File: src/rtl/mem_arbiter_pkg.sv
// Shared types for mem_arbiter: FSM states, requester IDs, latency counter width, request payload.
package mem_arbiter_pkg;

    localparam int unsigned MEM_ARB_LAT_W = 3;
    localparam int unsigned MEM_ARB_DW    = 32;

    typedef enum logic [1:0] {
        ST_IDLE  = 2'd0,
        ST_ISSUE = 2'd1,
        ST_WAIT  = 2'd2,
        ST_RESP  = 2'd3
    } arb_state_t;

    typedef enum logic {
        MEM_ARB_IF = 1'b0,
        MEM_ARB_D  = 1'b1
    } arb_port_t;

    typedef struct packed {
        logic                  rw;
        logic [MEM_ARB_DW-1:0] addr;
        logic [MEM_ARB_DW-1:0] wdata;
    } mem_req_t;

endpackage

File: src/rtl/mem_arb_pick.sv
// Combinational winner selection between fetch and data requesters.
// MEM_ARB_RR_EN selects round-robin on ties; otherwise data has fixed priority.
module mem_arb_pick
    import mem_arbiter_pkg::*;
(
    input  logic      if_req,
    input  logic      d_req,
`ifdef MEM_ARB_RR_EN
    input  arb_port_t last_gnt,
`endif
    output logic      pick_valid,
    output arb_port_t pick_id
);

    always_comb begin
        pick_valid = if_req | d_req;
        pick_id    = MEM_ARB_IF;
`ifdef MEM_ARB_RR_EN
        // On a tie, favour whichever port did not win last time
        if (if_req && d_req) begin
            pick_id = (last_gnt == MEM_ARB_IF) ? MEM_ARB_D : MEM_ARB_IF;
        end else if (d_req) begin
            pick_id = MEM_ARB_D;
        end
`else
        if (d_req) begin
            pick_id = MEM_ARB_D;
        end
`endif
    end

endmodule

File: src/rtl/mem_arbiter.sv
// Serialises IF and MEM-stage requests onto one fixed-latency synchronous memory port.
// Optional round-robin tie-breaking is enabled by defining MEM_ARB_RR_EN.
module mem_arbiter
    import mem_arbiter_pkg::*;
#(
    parameter int unsigned LATENCY = 1
) (
    input  logic        clock,
    input  logic        reset,
    input  logic        if_req,
    input  logic [31:0] if_addr,
    output logic        if_gnt,
    output logic        if_rvalid,
    output logic [31:0] if_rdata,
    input  logic        d_req,
    input  logic        d_rw,
    input  logic [31:0] d_addr,
    input  logic [31:0] d_wdata,
    output logic        d_gnt,
    output logic        d_rvalid,
    output logic [31:0] d_rdata,
    output logic        mem_en,
    output logic        mem_rw,
    output logic [31:0] mem_aout,
    output logic [31:0] mem_dout,
    input  logic [31:0] mem_din,
    output logic        busy
);

    arb_state_t               state_q, state_d;
    arb_port_t                owner_q, owner_d;
    mem_req_t                 req_q, req_d;
    logic [MEM_ARB_LAT_W-1:0] cnt_q, cnt_d;
    logic [31:0]              if_rdata_q, if_rdata_d;
    logic [31:0]              d_rdata_q, d_rdata_d;
    logic                     arb_en;
    logic                     grant;
    logic                     cnt_done;
    logic                     pick_valid;
    arb_port_t                pick_id;
`ifdef MEM_ARB_RR_EN
    arb_port_t                last_q, last_d;
`endif

    assign arb_en   = (state_q == ST_IDLE) || (state_q == ST_RESP);
    assign grant    = arb_en && pick_valid;
    assign cnt_done = (state_q == ST_WAIT) && (cnt_q == MEM_ARB_LAT_W'(1));

    mem_arb_pick u_pick (
        .if_req     (if_req),
        .d_req      (d_req),
`ifdef MEM_ARB_RR_EN
        .last_gnt   (last_q),
`endif
        .pick_valid (pick_valid),
        .pick_id    (pick_id)
    );

    // State register
    always_ff @(posedge clock) begin
        if (reset) begin
            state_q <= ST_IDLE;
        end else begin
            state_q <= state_d;
        end
    end

    // Next-state logic
    always_comb begin
        state_d = state_q;
        case (state_q)
            ST_IDLE, ST_RESP: state_d = pick_valid ? ST_ISSUE : ST_IDLE;
            ST_ISSUE:         state_d = ST_WAIT;
            ST_WAIT:          if (cnt_done) state_d = ST_RESP;
            default:          state_d = ST_IDLE;
        endcase
    end

    // FSM outputs; grants are decoded combinationally so IDLE/RESP can grant with zero latency
    always_comb begin
        if_gnt    = 1'b0;
        d_gnt     = 1'b0;
        if_rvalid = 1'b0;
        d_rvalid  = 1'b0;
        mem_en    = 1'b0;
        mem_rw    = 1'b0;
        busy      = (state_q != ST_IDLE);
        case (state_q)
            ST_IDLE, ST_RESP: begin
                if_gnt    = pick_valid && (pick_id == MEM_ARB_IF);
                d_gnt     = pick_valid && (pick_id == MEM_ARB_D);
                if_rvalid = (state_q == ST_RESP) && (owner_q == MEM_ARB_IF);
                d_rvalid  = (state_q == ST_RESP) && (owner_q == MEM_ARB_D);
            end
            ST_ISSUE: begin
                mem_en = 1'b1;
                mem_rw = req_q.rw;
            end
            default: ;
        endcase
    end

    assign mem_aout = req_q.addr;
    assign mem_dout = req_q.wdata;
    assign if_rdata = if_rdata_q;
    assign d_rdata  = d_rdata_q;

    // Request capture, latency countdown and read-data capture
    always_comb begin
        owner_d    = owner_q;
        req_d      = req_q;
        cnt_d      = cnt_q;
        if_rdata_d = if_rdata_q;
        d_rdata_d  = d_rdata_q;
`ifdef MEM_ARB_RR_EN
        last_d     = last_q;
`endif
        if (grant) begin
            owner_d = pick_id;
`ifdef MEM_ARB_RR_EN
            last_d  = pick_id;
`endif
            if (pick_id == MEM_ARB_D) begin
                req_d = '{rw: d_rw, addr: d_addr, wdata: d_wdata};
            end else begin
                req_d = '{rw: 1'b0, addr: if_addr, wdata: 32'h0};
            end
        end
        if (state_q == ST_ISSUE) begin
            cnt_d = MEM_ARB_LAT_W'(LATENCY);
        end
        if (state_q == ST_WAIT) begin
            cnt_d = cnt_q - MEM_ARB_LAT_W'(1);
            // Writes complete without touching the load-data register
            if (cnt_done && !req_q.rw) begin
                if (owner_q == MEM_ARB_D) begin
                    d_rdata_d = mem_din;
                end else begin
                    if_rdata_d = mem_din;
                end
            end
        end
    end

    always_ff @(posedge clock) begin
        if (reset) begin
            owner_q    <= MEM_ARB_IF;
            req_q      <= '0;
            cnt_q      <= '0;
            if_rdata_q <= 32'h0;
            d_rdata_q  <= 32'h0;
`ifdef MEM_ARB_RR_EN
            last_q     <= MEM_ARB_IF;
`endif
        end else begin
            owner_q    <= owner_d;
            req_q      <= req_d;
            cnt_q      <= cnt_d;
            if_rdata_q <= if_rdata_d;
            d_rdata_q  <= d_rdata_d;
`ifdef MEM_ARB_RR_EN
            last_q     <= last_d;
`endif
        end
    end

endmodule

File: config.mk
export PLATFORM = sky130hd
export DESIGN_NAME = mem_arbiter
export DESIGN_NICKNAME = d
export VERILOG_FILES = /design/src/rtl/mem_arbiter_pkg.sv /design/src/rtl/mem_arb_pick.sv /design/src/rtl/mem_arbiter.sv
export SDC_FILE = /design/constraint.sdc
export NUM_CORES = 1
export LEC_CHECK = 0
export BUFFER_PORTS_ARGS = -buffer_cell sky130_fd_sc_hd__buf_2
export CAP_MARGIN = 10
export CELL_PAD_IN_SITES_DETAIL_PLACEMENT = 1
export CELL_PAD_IN_SITES_GLOBAL_PLACEMENT = 1
export CORE_MARGIN = 10
export CORE_UTILIZATION = 31
export DETAILED_ROUTE_END_ITERATION = 8
export PLACE_DENSITY = 0.81
export SYNTH_ARGS = -nofsm -noshare
export SYNTH_HDL_FRONTEND = slang
export SYNTH_SLANG_ARGS = --single-unit
File: constraint.sdc
create_clock -name clock -period 1.65 [get_ports clock]
set_clock_uncertainty 0.05 [all_clocks]
set_input_delay 0.0825 -clock clock [delete_from_list [all_inputs] [get_ports clock]]
set_output_delay 0.0825 -clock clock [all_outputs]
set_load 0.1 [all_outputs]
# Yosys cells after proc, flatten, opt, wreduce, memory -nomap -nowiden
# Index checks and enable logic that the tools add are counted.
dict set report classes {
  addsub 1
  eq_ne 5
  n_mux 13
  bitwise_logic 3
  n_reduce_logical 15
}
# operator count
set ops {}
lappend ops {{$mux W65} 1}
lappend ops {{$mux W1} 8}
lappend ops {{$logic_and A1 B1 Y1} 7}
lappend ops {{$mux W3} 2}
lappend ops {{$pmux W2 S3} 1}
lappend ops {{$reduce_and A3 Y1} 2}
lappend ops {{$eq A2 B2 Y1 const B} 2}
lappend ops {{$reduce_bool A2 Y1} 2}
lappend ops {{$eq A3 B1 Y1 const B} 1}
lappend ops {{$sub A3 B1 Y3 const B} 1}
lappend ops {{$eq A2 B1 Y1 const B} 1}
lappend ops {{$logic_not A2 Y1} 1}
lappend ops {{$mux W2} 1}
lappend ops {{$ne A2 B2 Y1 const B} 1}
lappend ops {{$not A1 Y1} 2}
lappend ops {{$reduce_or A2 Y1} 1}
lappend ops {{$logic_not A1 Y1} 1}
lappend ops {{$logic_or A1 B1 Y1} 1}
lappend ops {{$or A1 B1 Y1} 1}
dict set report totals {
  reg_bits 135
  inputBits 133
  out_inout_bits 135
  word_cells 45
}

# Depth between registers and ports, before layout
# Gate-level depths: netlist (run 1).
dict set report logic_depth {
  ltp_word 4
  mapped_depth 8
  mapped_depth_nobuf 5
}

# Hierarchy
# Synthesis (run 1) repeated with hierarchy kept, for this count alone.
dict set report unflattened {
  cells_unflattened 649
  hier_area_um2 6110.9
}
# mod instances cells_each area_each_um2 seq_area_each_um2
set by_module_without_submodules {}
lappend by_module_without_submodules {mem_arbiter 1 647 6097.1 2702.6}
lappend by_module_without_submodules {mem_arb_pick 1 2 13.8 0.0}

# Least setup slack after synthesis (run 1)
# No wires, ideal clock.
dict set report synth_path {
  path_kind {register -> output}
  startpoint {reg state_q[0]}
  endpoint {out if_rvalid}
  arrival_ps 3069
  t_required_ps 1517
  path_slack_ps -1552
  path_stages_with_launch 5
  n_path_buf 1
  cell_sequence {dfxtp_1 -> inv_1 -> ha_1 -> buf_2 -> nor3b_1}
}
dict set report synth_between {
  elab_chain_cells 3
  word_cells_on_any_way 5
  classes_between {1 x eq/ne; 1 x mux; 3 x reduce/logical}
}
# item line_no
set synth_rtl {}
lappend synth_rtl {{from (decl)} mem_arbiter.sv:30} ;# arb_state_t state_q, state_d;
lappend synth_rtl {{from (signal assigned)} mem_arbiter.sv:64} ;# state_q <= state_d;
lappend synth_rtl {{$eq A2 B2 Y1 or $logic_not A2 Y1 (tied branches)} {mem_arbiter.sv:88, mem_arbiter.sv:92}}
lappend synth_rtl {{$reduce_or A2 Y1 or $logic_and A1 B1 Y1 (tied branches)} {mem_arbiter.sv:88, mem_arbiter.sv:92}}
lappend synth_rtl {{$mux W1 (*)} mem_arbiter.sv:88} ;# case (state_q)
lappend synth_rtl {{to (decl)} mem_arbiter.sv:13} ;# output logic if_rvalid,
# Every way passes the cells marked *; elsewhere a longest branch is shown, timed or not.

# Worst setup path after layout (run 1)
dict set report layout_path {
  startpoint {reg state_q[1]}
  endpoint {out if_gnt}
}
dict set report layout_between {
  elab_chain_cells 3
  word_cells_on_any_way 4
  classes_between {1 x eq/ne; 1 x mux; 2 x reduce/logical}
}
# item line_no
set layout_rtl {}
lappend layout_rtl {{$eq A2 B2 Y1 or $logic_not A2 Y1 (tied branches)} mem_arbiter.sv:88}
lappend layout_rtl {{$reduce_or A2 Y1 (*)} mem_arbiter.sv:88}
lappend layout_rtl {{$mux W1 (*)} mem_arbiter.sv:88}
lappend layout_rtl {{to (decl)} mem_arbiter.sv:12} ;# output logic if_gnt,
# Marks and branches as above.

==> results of run 1 <==
layout by cell type, fill, tap and decap left out, types with 2 or more instances in the layout:
master and count:
buf_2 260, dfxtp_1 133, dlygate4sd3_1 118, nand2b_1 97
mux2i_1 95, nor2_1 67, a211oi_1 31, a22oi_1 28
clkbuf_16 22, buf_4 18, buf_12 12, buf_6 6
a22oi_2 5, a21oi_1 4, bufinv_16 4, clkinv_4 4
buf_16 4, diode_2 3, inv_1 3, o21ai_0 3
ha_1 3, inv_2 2, nand3_1 2, ha_4 2
clkbuf_1 2, inv_6 2, dfxtp_2 2
power by group:
group          switching [mW]  total, mW  leakage, nW  internal (mW)
sequential              0.351       4.19         1.10           3.84
combinational            6.36       8.77         3.13           2.41
clock                    1.57       4.13        0.304           2.56
total                    8.28       17.1         4.53           8.81
layer usage:
| layer | vias up | GRT usage |
|---|---|---|
| li1 | 2670 | - |
| met5 | - | 0 |
| met2 | 233 | 0.315 |
| met3 | 42 | 0.0596 |
| met1 | 2714 | 0.188 |
| met4 | 0 | 0.0630 |
path summary, 6_finish.rpt:
check                                  from                        end  slack [ps]  cells after the start
setup / recovery    state_q[1]$_SDFFE_PP0P_                     if_gnt        -140                      6
hold / removal                    d_addr[7]   mem_aout[7]$_SDFFE_PP0P_         0.7                      3
setup reg to reg    state_q[0]$_SDFFE_PP0P_  if_rdata[27]$_SDFFE_PP0P_        -130                      8
hold reg to reg   if_rdata[25]$_SDFFE_PP0P_  if_rdata[25]$_SDFFE_PP0P_         420                      2
cell type report:
| class | instances | share of cell area |
|---|---|---|
| Clock buffer | 19 | 0.0453 |
| Multi-Input combinational cell | 358 | 0.281 |
| Sequential cell | 135 | 0.283 |
| Tap cell | 265 | 0.0347 |
| Clock inverter | 13 | 0.0206 |
| Timing Repair Buffer | 424 | 0.332 |
| Inverter | 6 | 0.00262 |
| Antenna cell | 3 | 0.000786 |
logic make-up after synthesis:
logic type,count (synthesis),share of synthesized area
AND/OR/NAND/NOR,179,0.160
adder cells (fa/ha/maj),6,0.0124
buffers and inverters,115,0.131
AO/OA/AOI/OAI,77,0.0932
flip-flops,135,0.446
multiplexers,96,0.158
sequential cells by signal, summed over array words and instances (netlist names):
| register | cells |
|---|---|
| mem_dout | 32 |
| if_rdata | 32 |
| owner_q | 1 |
| req_q | 1 |
| state_q | 2 |
| d_rdata | 32 |
| mem_aout | 32 |
| cnt_q | 3 |
worst reg2reg max path: stages (launching register included):
cell,delay (ps)
dfxtp_2,340
inv_4,70
buf_6,100
ha_4,120
nor4bb_4,290
and2b_4,270
buf_6,150
buf_16,130
mux2i_1,200
metrics by stage:
stage	power (mW)	util
floorplan	10.9	-
global placement	11.6	0.378
detailed placement	11.8	0.378
CTS	16.6	0.483
global route	17.8	0.494
finish	17.1	0.494
timing repair:
action | 4_1_cts | 5_1_grt
setup buffers | 7 | 5
hold endpoints to repair | 125 | 0
gates resized for setup | 15 | 21
setup endpoints to repair | 40 | 115
hold buffers | 118 | 0
pin swaps | 1 | 7
gates cloned | 3 | 6
==> impl_metrics.tcl, run 1 <==
set metrics [dict create \
    finalHoldWorstSlack_ps 0.672 \
    yosysUniqueCellTypes 31 \
    dr.first_iter.drc_count 198 \
    synth_common_cells "dfxtp_1, nand2b_1, mux2i_1" \
    clock.fmax_mhz 558 \
    hold_viol 0 \
    h-tree-depth 4 \
    nFillCells 2155 \
    track_usage 0.176 \
    cp_cell_sequence "inv_2 -> ha_4 -> buf_6 -> nand2b_4 -> nor2_4 -> buf_12" \
    postSynthAreaPerCell_um2 9.98 \
    slew_viol_final 0 \
    setup-tns-final_ps -3120 \
    gr-total-overflow 0 \
    routed_wl_mm 24.8 \
    cp_top_family "buffers and inverters" \
    synth_edf_count 0 \
    dp_cells 1050 \
    portBuffers 267 \
    gp_congestion 0.730 \
    clock_path_buffers 2 \
    syn_area_mm2 0.00607 \
    clock_sinks 135 \
    syn2layout_area_growth_pct 57.5 \
    cts_tree "done" \
    synth_seq_cells 135 \
    num_vias 5659 \
    syn-instance-count 608 \
    ff_latch_area_mm2 0.00271 \
    met1Wirelength_mm 9.56 \
    wl_met3_mm 1.67 \
    cp-start-kind "flop" \
    max_slew_margin 0.648 \
    antenna_found_initial 3 \
    powerDensity_mw_per_mm2 1790 \
    preCtsSetupSlack_ps -83.5 \
    std_cell_rows 51 \
    fin_crit_sh 1.09 \
    multi_input_area_mm2 0.00269 \
    fp.dieW_um 160 \
    min_period_ps 1790 \
    die_area_mm2 0.0256 \
    cts_buffers 17 \
    detailed_place_hpwl_mm 13.9 \
    grt_max_degree 74 \
    yosysTopAreaCell "dfxtp_1" \
    synth_top_area_frac 0.446 \
    clkLatencyLatePin_ps 410 \
    crit_fanout 5 \
    final_cells 1223 \
    wl_met2_mm 13.0 \
    io_pins 268 \
    synth.most_common_cell "dfxtp_1" \
    vias_per_cell 4.63 \
    ys_async_sr_fraction 0 \
    fin_ws_ps -144 \
    power_leakage_nw 4.53 \
    first_pass_iters 4 \
    synth.area.top_cells "dfxtp_1, mux2i_1, nand2b_1" \
    violations "setup timing" \
    status "complete, but fails checks" \
    postLayoutCellArea_mm2 0.00956 \
    grt_pass1_wl_mm 36.2 \
    grt_pass1_vias 6241 \
    cp_num_buf_inv 3 \
    final_nets 1081 \
    setup-violations-final 59 \
    maxCapViolCount 0 \
    yosysSeqAreaShare 0.446 \
    drc 0 \
    synth_fp_nets 747 \
    wl_per_cell_um 20.3 \
    core_mm2 0.0193 \
    crit_arrival_ps 1660 \
    postPlaceCellArea_mm2 0.00731 \
    slowest_delay_ps 340 \
    critical_path_required_ps 1520 \
    clkTransAtPathRegs_ps 60 \
    synth_warnings 0 \
    rsz0062_at_grt "yes" \
    root_buffer "clkbuf_16" \
    peakVddDrop_mv 1.08 \
    tightest_slew_ps 531 \
    endpoint_kind "output pin" \
    synth_ff_type "dfxtp_1" \
    ant_nets 0 \
    start_util 0.314 \
    worstSetupPathType "reg -> out" \
    drive_gt1_frac 0.379 \
    critPathSlowestCell "dfxtp_2" \
    highest_layer "met4" \
    die_y_um 160 \
    hp-class "in -> reg" \
]
Power figures use the tool's default switching activity.
==> run 2: changes to the inputs <==
--- a/config.mk
+++ b/config.mk
@@ -10,9 +10,9 @@
 export CELL_PAD_IN_SITES_DETAIL_PLACEMENT = 1
 export CELL_PAD_IN_SITES_GLOBAL_PLACEMENT = 1
 export CORE_MARGIN = 10
-export CORE_UTILIZATION = 31
+export CORE_UTILIZATION = 30
 export DETAILED_ROUTE_END_ITERATION = 8
-export PLACE_DENSITY = 0.81
+export PLACE_DENSITY = 0.79
 export SYNTH_ARGS = -nofsm -noshare
 export SYNTH_HDL_FRONTEND = slang
 export SYNTH_SLANG_ARGS = --single-unit
==> run 2 against run 1 <==
Against the previous run: the flow still finishes with violations (setup timing); sequential power barely moved; fmax up 0.60%; register-to-register slack improved by 120 ps; clock power is 2% lower; routed wire length down 0.95%; combinational power is 2.6% higher; sequential share of layout area down 0.32 points; critical path type unchanged; largest cell class unchanged.
==> impl_metrics.tcl, run 2 (same netlist as run 1, synthesis figures left out) <==
set metrics [dict create \
    worstSetupPathType "reg -> out" \
    hp-class "in -> reg" \
    final_nets 1083 \
    ant_nets 0 \
    violations "setup timing" \
    syn2layout_area_growth_pct 59.5 \
    clkLatencyLatePin_ps 410 \
    portBuffers 267 \
    finalHoldWorstSlack_ps 20.7 \
    h-tree-depth 4 \
    core_mm2 0.0197 \
    std_cell_rows 51 \
    endpoint_kind "output pin" \
    slew_viol_final 0 \
    clock.fmax_mhz 561 \
    clock_path_buffers 2 \
    wl_per_cell_um 20.1 \
    grt_pass1_wl_mm 36.8 \
    gr-total-overflow 0 \
    max_slew_margin 0.651 \
    clkTransAtPathRegs_ps 60 \
    vias_per_cell 4.67 \
    peakVddDrop_mv 1.00 \
    critical_path_required_ps 1520 \
    antenna_found_initial 1 \
    num_vias 5709 \
    fin_crit_sh 1.08 \
    critPathSlowestCell "dfxtp_4" \
    clock_sinks 135 \
    drc 0 \
    drive_gt1_frac 0.396 \
    start_util 0.309 \
    rrSetupSlack_ps -10 \
    io_pins 268 \
    tightest_slew_ps 528 \
    postPlaceCellArea_mm2 0.00730 \
    grt_max_degree 87 \
    r2r-end "if_rdata[13]$_SDFFE_PP0P_" \
    routed_wl_mm 24.6 \
    die_area_mm2 0.0263 \
    detailed_place_hpwl_mm 14.0 \
    crit_arrival_ps 1650 \
    worstRegToRegCells 7 \
    status "complete, but fails checks" \
    fp.dieW_um 162 \
    cts_buffers 17 \
    dr.first_iter.drc_count 186 \
    maxCapViolCount 0 \
    die_y_um 162 \
    rsz0062_at_grt "yes" \
    startpoint "state_q[0]$_SDFFE_PP0P_" \
    crit_fanout 5 \
    final_common_cell "buf_2" \
    hold_start "if_addr[8]" \
    slowest_delay_ps 360 \
    whs_path_depth 3 \
    setup-violations-final 6 \
    grt_pass1_vias 6484 \
    fin_ws_ps -133 \
    min_period_ps 1780 \
    cp_cell_sequence "inv_4 -> ha_4 -> buf_8 -> nand2b_4 -> nor2_4 -> buf_12" \
    power_leakage_nw 4.56 \
    final_cell_mix "buf_2, dfxtp_1, dlygate4sd3_1" \
    cts_tree "done" \
    hold_viol 0 \
    gp_congestion 0.752 \
    cp-start-kind "flop" \
    powerDensity_mw_per_mm2 1780 \
    worstReg2RegStart "state_q[0]$_SDFFE_PP0P_" \
    hold_end "mem_aout[8]$_SDFFE_PP0P_" \
    first_pass_iters 4 \
    track_usage 0.175 \
    root_buffer "clkbuf_16" \
    postLayoutCellArea_mm2 0.00967 \
]
-- run 2: changes by cell type in the layout (fill, tap and decap cells not counted), sizes merged --
| cell | change |
|---|---|
| bufinv | -1 |
| clkinvlp | +1 |
| diode | -2 |
| buf | -2 |
| clkinv | -1 |
| dlygate4sd3 | +4 |
| inv | +3 |
| bufbuf | +1 |
| clkbuf | -3 |
-- run 2: worst max-delay path, delay by kind of cell (launching register included) --
family                   cells  cell delay (ps)
adder cells (fa/ha/maj)      1              240
buffers and inverters        3              360
flip-flops                   1              360
AND/OR/NAND/NOR              2              270
-- run 2: per-layer routing --
metal | vias up | global-route usage | wire length (µm)
met5 | - | 0 | 0
met3 | 47 | 0.0599 | 1620
met2 | 224 | 0.318 | 12700
met4 | 0 | 0.0682 | 690
li1 | 2668 | - | -
met1 | 2770 | 0.182 | 9640
-- run 2: how the worst max path moves through the flow --
stage                                end  slack [ps]  cells after the start
3_5_place_dp   mem_aout[15]$_SDFFE_PP0P_        -100                      6
5_1_grt                           if_gnt        -200                      6
2_1_floorplan                  if_rvalid        -200                      4
4_1_cts                           if_gnt        -120                      6
3_3_place_gp    mem_aout[1]$_SDFFE_PP0P_          -3                      6
6_report                          if_gnt        -130                      6
-- run 2: power by group --
part           leakage, nW  switching, mW  internal [mW]
sequential            1.10          0.378           3.84
combinational         3.15           6.46           2.54
clock                0.299           1.62           2.42
total                 4.56           8.46           8.80
-- run 2: through the flow --
step	power (mW)	setup slack, ps	setup TNS, ps	instances	util
CTS	16.8	-125	-615	1215	0.480
global placement	11.6	-2.72	-2.72	1049	0.372
floorplan	10.9	-200	-216	608	-
finish	17.3	-133	-473	1223	0.492
global route	18.0	-197	-8000	1223	0.492
detailed placement	11.7	-102	-2490	1049	0.372
-- run 2: what timing repair did --
action,in CTS,in global routing
endpoints found under the hold margin,127,0
hold buffers,122,0
gates resized for setup,33,23
cloned,3,6
pin swaps,2,5
setup endpoints to repair,86,112
setup buffers,9,2
-- run 2: cell type report --
| cell class | count | area (µm²) |
|---|---|---|
| Inverter | 6 | 27.5 |
| Multi-Input combinational cell | 358 | 2780 |
| Sequential cell | 135 | 2710 |
| Tap cell | 265 | 332 |
| Clock buffer | 17 | 425 |
| Fill cell | 2188 | 9980 |
| Timing Repair Buffer | 426 | 3210 |
| Clock inverter | 15 | 194 |
| Antenna cell | 1 | 2.50 |
